$ cat src/rtl/multi_cycle_control.sv
// Main control FSM for the multi-cycle MIPS datapath: sequences fetch/decode/execute/
// memory/write-back, drives alu_op to alu_control and counts retired instructions.
module multi_cycle_control #(
    parameter int COUNT_W = 32
) (
    input  logic               clk,
    input  logic               rstn,
    input  logic [5:0]         opcode,
    input  logic               mem_ready,
    output logic               pc_write,
    output logic               pc_write_cond,
    output logic [1:0]         pc_source,
    output logic               i_or_d,
    output logic               mem_read,
    output logic               mem_write,
    output logic               ir_write,
    output logic               mem_to_reg,
    output logic               reg_write,
    output logic               reg_dst,
    output logic               alu_src_a,
    output logic [1:0]         alu_src_b,
    output logic [1:0]         alu_op,
    output logic [3:0]         state,
    output logic               illegal_op,
    output logic [COUNT_W-1:0] instr_retired
);

    typedef enum logic [3:0] {
        S_FETCH      = 4'h0,
        S_DECODE     = 4'h1,
        S_MEM_ADDR   = 4'h2,
        S_MEM_READ   = 4'h3,
        S_MEM_WB     = 4'h4,
        S_MEM_WRITE  = 4'h5,
        S_EXECUTE    = 4'h6,
        S_R_COMPLETE = 4'h7,
        S_BRANCH     = 4'h8,
        S_JUMP       = 4'h9,
        S_IDLE       = 4'hF
    } state_t;

    localparam logic [5:0] OP_RTYPE = 6'b000000;
    localparam logic [5:0] OP_LW    = 6'b100011;
    localparam logic [5:0] OP_SW    = 6'b101011;
    localparam logic [5:0] OP_BEQ   = 6'b000100;
    localparam logic [5:0] OP_J     = 6'b000010;

    typedef struct packed {
        logic       pc_write;
        logic       pc_write_cond;
        logic [1:0] pc_source;
        logic       i_or_d;
        logic       mem_read;
        logic       mem_write;
        logic       mem_to_reg;
        logic       reg_write;
        logic       reg_dst;
        logic       alu_src_a;
        logic [1:0] alu_src_b;
        logic [1:0] alu_op;
        logic       fetch;
    } ctrl_t;

    // Control word for a state; registered against the next state so outputs come from flops.
    function automatic ctrl_t decode_ctrl(input state_t s);
        ctrl_t c;
        c = '0;
        case (s)
            S_FETCH: begin
                c.fetch     = 1'b1;
                c.mem_read  = 1'b1;
                c.alu_src_b = 2'b01;
            end
            S_DECODE:    c.alu_src_b = 2'b11;
            S_MEM_ADDR: begin
                c.alu_src_a = 1'b1;
                c.alu_src_b = 2'b10;
            end
            S_MEM_READ: begin
                c.mem_read = 1'b1;
                c.i_or_d   = 1'b1;
            end
            S_MEM_WB: begin
                c.reg_write  = 1'b1;
                c.mem_to_reg = 1'b1;
            end
            S_MEM_WRITE: begin
                c.mem_write = 1'b1;
                c.i_or_d    = 1'b1;
            end
            S_EXECUTE: begin
                c.alu_src_a = 1'b1;
                c.alu_op    = 2'b10;
            end
            S_R_COMPLETE: begin
                c.reg_write = 1'b1;
                c.reg_dst   = 1'b1;
            end
            S_BRANCH: begin
                c.alu_src_a     = 1'b1;
                c.alu_op        = 2'b01;
                c.pc_write_cond = 1'b1;
                c.pc_source     = 2'b01;
            end
            S_JUMP: begin
                c.pc_write  = 1'b1;
                c.pc_source = 2'b10;
            end
            default: c = '0;
        endcase
        return c;
    endfunction

    state_t cur, nxt;
    ctrl_t  ctrl;
    logic   retire;
    logic   legal_op;

    assign legal_op = (opcode == OP_LW) || (opcode == OP_SW) || (opcode == OP_RTYPE) ||
                      (opcode == OP_BEQ) || (opcode == OP_J);

    always_comb begin
        nxt    = S_FETCH;
        retire = 1'b0;
        case (cur)
            S_IDLE:       nxt = S_FETCH;
            S_FETCH:      nxt = mem_ready ? S_DECODE : S_FETCH;
            S_DECODE: begin
                if (opcode == OP_LW || opcode == OP_SW) nxt = S_MEM_ADDR;
                else if (opcode == OP_RTYPE)            nxt = S_EXECUTE;
                else if (opcode == OP_BEQ)              nxt = S_BRANCH;
                else if (opcode == OP_J)                nxt = S_JUMP;
                else                                    nxt = S_FETCH;
            end
            S_MEM_ADDR: begin
                if (opcode == OP_LW)      nxt = S_MEM_READ;
                else if (opcode == OP_SW) nxt = S_MEM_WRITE;
                else                      nxt = S_FETCH;
            end
            S_MEM_READ:   nxt = mem_ready ? S_MEM_WB : S_MEM_READ;
            S_MEM_WB: begin
                nxt    = S_FETCH;
                retire = 1'b1;
            end
            S_MEM_WRITE: begin
                nxt    = mem_ready ? S_FETCH : S_MEM_WRITE;
                retire = mem_ready;
            end
            S_EXECUTE:    nxt = S_R_COMPLETE;
            S_R_COMPLETE, S_BRANCH, S_JUMP: begin
                nxt    = S_FETCH;
                retire = 1'b1;
            end
            default:      nxt = S_FETCH;
        endcase
    end

    always_ff @(posedge clk or negedge rstn) begin
        if (!rstn) begin
            cur           <= S_IDLE;
            ctrl          <= '0;
            instr_retired <= '0;
        end else begin
            cur  <= nxt;
            ctrl <= decode_ctrl(nxt);
            if (retire) instr_retired <= instr_retired + COUNT_W'(1);
        end
    end

    // FETCH only commits PC and IR once memory has returned the instruction.
    assign pc_write      = ctrl.pc_write | (ctrl.fetch & mem_ready);
    assign ir_write      = ctrl.fetch & mem_ready;
    assign pc_write_cond = ctrl.pc_write_cond;
    assign pc_source     = ctrl.pc_source;
    assign i_or_d        = ctrl.i_or_d;
    assign mem_read      = ctrl.mem_read;
    assign mem_write     = ctrl.mem_write;
    assign mem_to_reg    = ctrl.mem_to_reg;
    assign reg_write     = ctrl.reg_write;
    assign reg_dst       = ctrl.reg_dst;
    assign alu_src_a     = ctrl.alu_src_a;
    assign alu_src_b     = ctrl.alu_src_b;
    assign alu_op        = ctrl.alu_op;
    assign state         = cur;
    assign illegal_op    = (cur == S_DECODE) && !legal_op;

endmodule
$ cat config.mk
export PLATFORM = sky130hd
export DESIGN_NAME = multi_cycle_control
export DESIGN_NICKNAME = d
export VERILOG_FILES = /design/src/rtl/multi_cycle_control.sv
export SDC_FILE = /design/constraint.sdc
export NUM_CORES = 1
export LEC_CHECK = 0
export ABC_CLOCK_PERIOD_IN_PS = 3080
export CAP_MARGIN = 20
export CORE_MARGIN = 3
export CORE_UTILIZATION = 52
export DETAILED_ROUTE_END_ITERATION = 10
export GPL_ROUTABILITY_DRIVEN = 0
export GPL_TIMING_DRIVEN = 0
export PLACE_DENSITY = 0.9
export SLEW_MARGIN = 10
export SYNTH_ARGS = -nofsm -noshare
export SYNTH_HDL_FRONTEND = slang
export SYNTH_SLANG_ARGS = --single-unit
$ cat constraint.sdc
create_clock -name clk -period 3.08 [get_ports clk]
set_input_delay 0.616 -clock clk [delete_from_list [all_inputs] [get_ports clk]]
set_output_delay 0.616 -clock clk [all_outputs]
set_load 0.005 [all_outputs]
# == Word level (Yosys, flattened, before mapping) ==
# Cells that the tools add are included.
# Widths: inputs -> output; s select.
# totals
reg_bits,52
in_bits,9
word_cells,78
# op_classes
addsub,1
n_eq_ne,22
muxes,24
bitwise,2
reduce_logical,14
# op_table
operator,n
$add 32x1->32 const B,1
$eq 4x3->1 const B,8
$pmux 4 s6,1
$eq 4x2->1 const B,4
$eq 4x4->1 const B,4
$mux 4,4
$eq 6x6->1 const B,2
$mux 3,4
$mux 1,11
$eq 4x1->1 const B,2
$logic_not 4->1,2
$pmux 2 s2,2
$eq 6x2->1 const B,1
$eq 6x3->1 const B,1
$logic_not 6->1,1
$pmux 2 s3,1
$reduce_or 2->1,3
$logic_or 1x1->1,4
$reduce_or 4->1,1
$reduce_or 3->1,1
$pmux 1 s2,1
$and 1x1->1,1
$logic_and 1x1->1,1
$logic_not 1->1,1
$or 1x1->1,1

# == Depth between registers and ports, before layout ==
# logic_depth
depth_word,9
mapped_depth,7
ltp_nobuf,5

# == Least setup slack after synthesis ==
# Ideal clock, no wire load.
# synth_timing
kind,input to register
from,input mem_ready
to,register instr_retired[27]
arrival_time_ns,1.898
required_time_ns,2.955
setup_slack_ns,1.057
cell_stages,6
n_path_buf,1
cell_sequence,buf_2 > nor3b_1 > o41ai_4 > nand4_2 > nand2b_1 > xnor2_1
# synth_via
elab_chain_cells,1
# synth_rtl
element,line,rtl
start: declaration,9,"input logic mem_ready,"
$pmux 1 s2,125,case (cur)
end signal: assignment,166,if (retire) instr_retired <= instr_retired + COUNT_W'(1);
end: declaration,25,output logic [COUNT_W-1:0] instr_retired
# No other way between the ends.
# A chain may end at the register's enable or synchronous reset.

# == Worst setup path in the final report ==
# layout_timing
from,input opcode[1]
to,output illegal_op
# layout_via
elab_chain_cells,7
elab_cells_between_ends,11
# layout_rtl
element,line,rtl
start: declaration,8,"input logic [5:0] opcode,"
$eq 6x6->1,119,assign legal_op = (opcode == OP_LW) || (opcode == OP_SW) || (opcode == OP_RTYPE) ||
$logic_or 1x1->1 (3 in a row),119,
$logic_or 1x1->1 *,120,(opcode == OP_BEQ) || (opcode == OP_J);
$logic_not 1->1 *,185,assign illegal_op = (cur == S_DECODE) && !legal_op;
$logic_and 1x1->1 *,185,
end: declaration,24,"output logic illegal_op,"
# Every way passes the cells marked *; elsewhere a longest branch is shown, timed or not.

==> results.toml <==
[logic_synthesis]
synth_warnings = 0
synth_seq_cells = 50
postSynthCellCount = 226
synth-seq-area-share_pct = 51.78
synth_nets = 236
yosysTopAreaCellShare_pct = 47.45
synth_top_area_cell = "dfrtp_1"
synth.top_cells.by_count = "46 x dfrtp_1, 21 x nor2_1, 17 x xor2_1, 15 x xnor2_1, 12 x nand2_1"
yosysUniqueCellTypes = 41
syn_area_mm2 = 0.002426
synth.area.top_cells = "dfrtp_1 47%, xor2_1 6.1%, xnor2_1 5.4%"
synth-edff-count = 0
ys_async_sr_fraction_pct = 100.0
synth_area_per_cell_um2 = 10.73
synth_top_flop_cell = "dfrtp_1"
synthMostInstantiatedCell = "dfrtp_1"

[global_route]
antenna_found_initial = 0
grt_usage_pct = 19.76
grt_max_degree = 31
grt_pass1_wl_um = 8217
overflow = 0
gr-usage-met2_pct = 30.91
met3_usage_pct = 5.405
grt_use_met1_pct = 26.77
grt_pass1_vias = 1712
grt-busiest-layer = "met2"

[route]
drtPass1Iterations = 4
vias = 1851
avgViaCountPerCell = 5.334
postRouteAntennaNets = 0
wl_per_cell_um = 14.60
drc = 0
drt_iter0_drc = 87
finalWirelength_um = 5065

[sta]
timing.clock.skew_ns = 0.01072
finalCritPeriodShare_pct = 92.71
fmax_mhz = 350.2
fin_crit_ns = 2.856
grt_setup_unrepaired = "no"
finalSetupTns_ns = 0
slew_violations = 0
worst_slew_pin_slew_ns = 0.6684
finalSetupViolCount = 0
hold_violations = 0
slew_headroom_pct = 55.29
setup_slack_ns = 0.2245

[power_and_ir_drop]
switching_power_mw = 0.5573
irDropWorstVdd_uv = 454.5
combPwrFrac_pct = 34.5
intPower_mw = 1.268
switching_share_pct = 30.53
clkPwrFrac_pct = 19.9
p_per_area_mw_per_mm2 = 572.9
p_seq_share_pct = 45.6
static-leakage-power_nw = 1.410

[layout]
syn_to_final_growth_pct = 31.36
top_register = "instr_retired"
drive_gt1_share_pct = 13.22
post-route-util_pct = 71.71
largest_reg_flops = 32
diodes = 0
n_fill_cell = 345
final_area_mm2 = 0.003187
fin_nets = 304

[floorplan]
die_y_um = 74.31
placementRows = 24
core-area_mm2 = 0.004444
pin_count = 62
die_area_mm2 = 0.005521
initial_utilization_pct = 54.59
die_w_um = 74.31

[worst_setup_path]
critPathCaptureType = "output pin"
crit_fanout = 5
worstSetupStartpointType = "primary input"
critical_path_class = "in -> out"
crit_required_ns = 2.46
critPathArrivalTime_ns = 2.24

[cts]
numClockSinks = 50
cts.htree.levels = 2
cts_hold_buf = 0
cts-resized-gates = 0
numCtsBuffers = 5
cts_tree = "yes"
clk_latency_ns = 0.30
ctsLongestPathBuffers = 2
root_buffer = "clkbuf_8"
cts_setup_buffers = 0
clk_pin_slew_ns = 0.09

[outcome]
status = "complete, no violations"

[placement]
dpl_worst_slack_ns = 0.1568
dp_hpwl_um = 3820
io_buffers = 60
placed_area_mm2 = 0.003107

[run]
maxCapViolations = 0

[min_path]
hold_path.class = "in -> async"
[worst max-delay path, cell delays in order]
cell             delay [ns]
clkdlybuf4s50_1        0.53
nand3_1                0.20
o311ai_1               0.36
a21oi_1                0.07
clkdlybuf4s50_1        0.46
[power groups by stage]
stage / Clock (mW) / Sequential, mW / Combinational, mW
after floorplan: 0 / 0.837 / 0.334
after global placement: 0 / 0.842 / 0.611
after detailed placement: 0 / 0.847 / 0.631
after CTS: 0.372 / 0.834 / 0.634
after global routing: 0.404 / 0.845 / 0.693
final: 0.363 / 0.833 / 0.630
[placed cells by master, fill, tap and decap left out, types with 3 or more instances in the layout]
cell type,instances
nor2_1,21
buf_4,6
or3b_1,3
nand3_1,10
nand4_2,3
clkbuf_8,5
nor2b_1,5
and2_1,3
nor3_1,6
nand2_1,12
nand2b_1,7
xnor2_1,15
nor3_2,4
nand4_1,8
buf_2,7
a21oi_1,7
inv_1,10
clkdlybuf4s50_1,59
dfrtp_1,46
dfstp_2,4
xor2_1,17
a211oi_1,3
or4_1,3
clkbuf_1,3
[per-layer routing]
layer,part of all wire (%),up-vias,routed length (um)
met1,46,893,2332
met4,1.4,0,70
li1,-,907,-
met3,3.9,6,200
met2,49,45,2462
met5,0,-,0
[cell type report]
cell class	instances	area [um2]	area share, %
Multi-Input combinational cell	153	1054	33.06
Sequential cell	50	1256	39.42
Buffer	12	75.07	2.356
Clock buffer	8	80.08	2.513
Inverter	11	41.29	1.296
Tap cell	52	65.06	2.042
Timing Repair Buffer	61	615.6	19.32
[cell families (layout without fill, tap and decap cells)]
family	after synthesis	count (layout)	synth area share, %
compound gates	17	17	5.312
simple gates	101	101	25.12
flops	50	50	51.78
fa+ha+maj	1	1	0.5156
xor+xnor	32	32	11.55
mux	2	2	0.9282
buf+inv	23	92	4.796
[metrics by stage]
stage               instances  hold slack (ns)  power (mW)
floorplan                 226           0.3204       1.172
global placement          338           0.4643       1.453
detailed placement        339           0.4568       1.478
CTS                       347           0.2643       1.840
global route              347           0.2819       1.942
finish                    347           0.2579       1.826
[path summary, 6_finish.rpt]
path	start	to	slack [ns]	cells after the start
worst max-delay path	opcode[1]	illegal_op	0.22	5
min in group clk	instr_retired[31]$_DFFE_PN0P_	instr_retired[31]$_DFFE_PN0P_	0.47	1
worst min-delay path	rstn	instr_retired[14]$_DFFE_PN0P_	0.26	1
worst max register to register	state[2]$_DFF_PN1_	mem_read$_DFF_PN0_	0.84	6
max in group asynchronous	rstn	state[3]$_DFF_PN1_	2.23	2
worst min register to register	instr_retired[31]$_DFFE_PN0P_	instr_retired[31]$_DFFE_PN0P_	0.47	1
No activity file was read; power rests on OpenSTA's default activity.
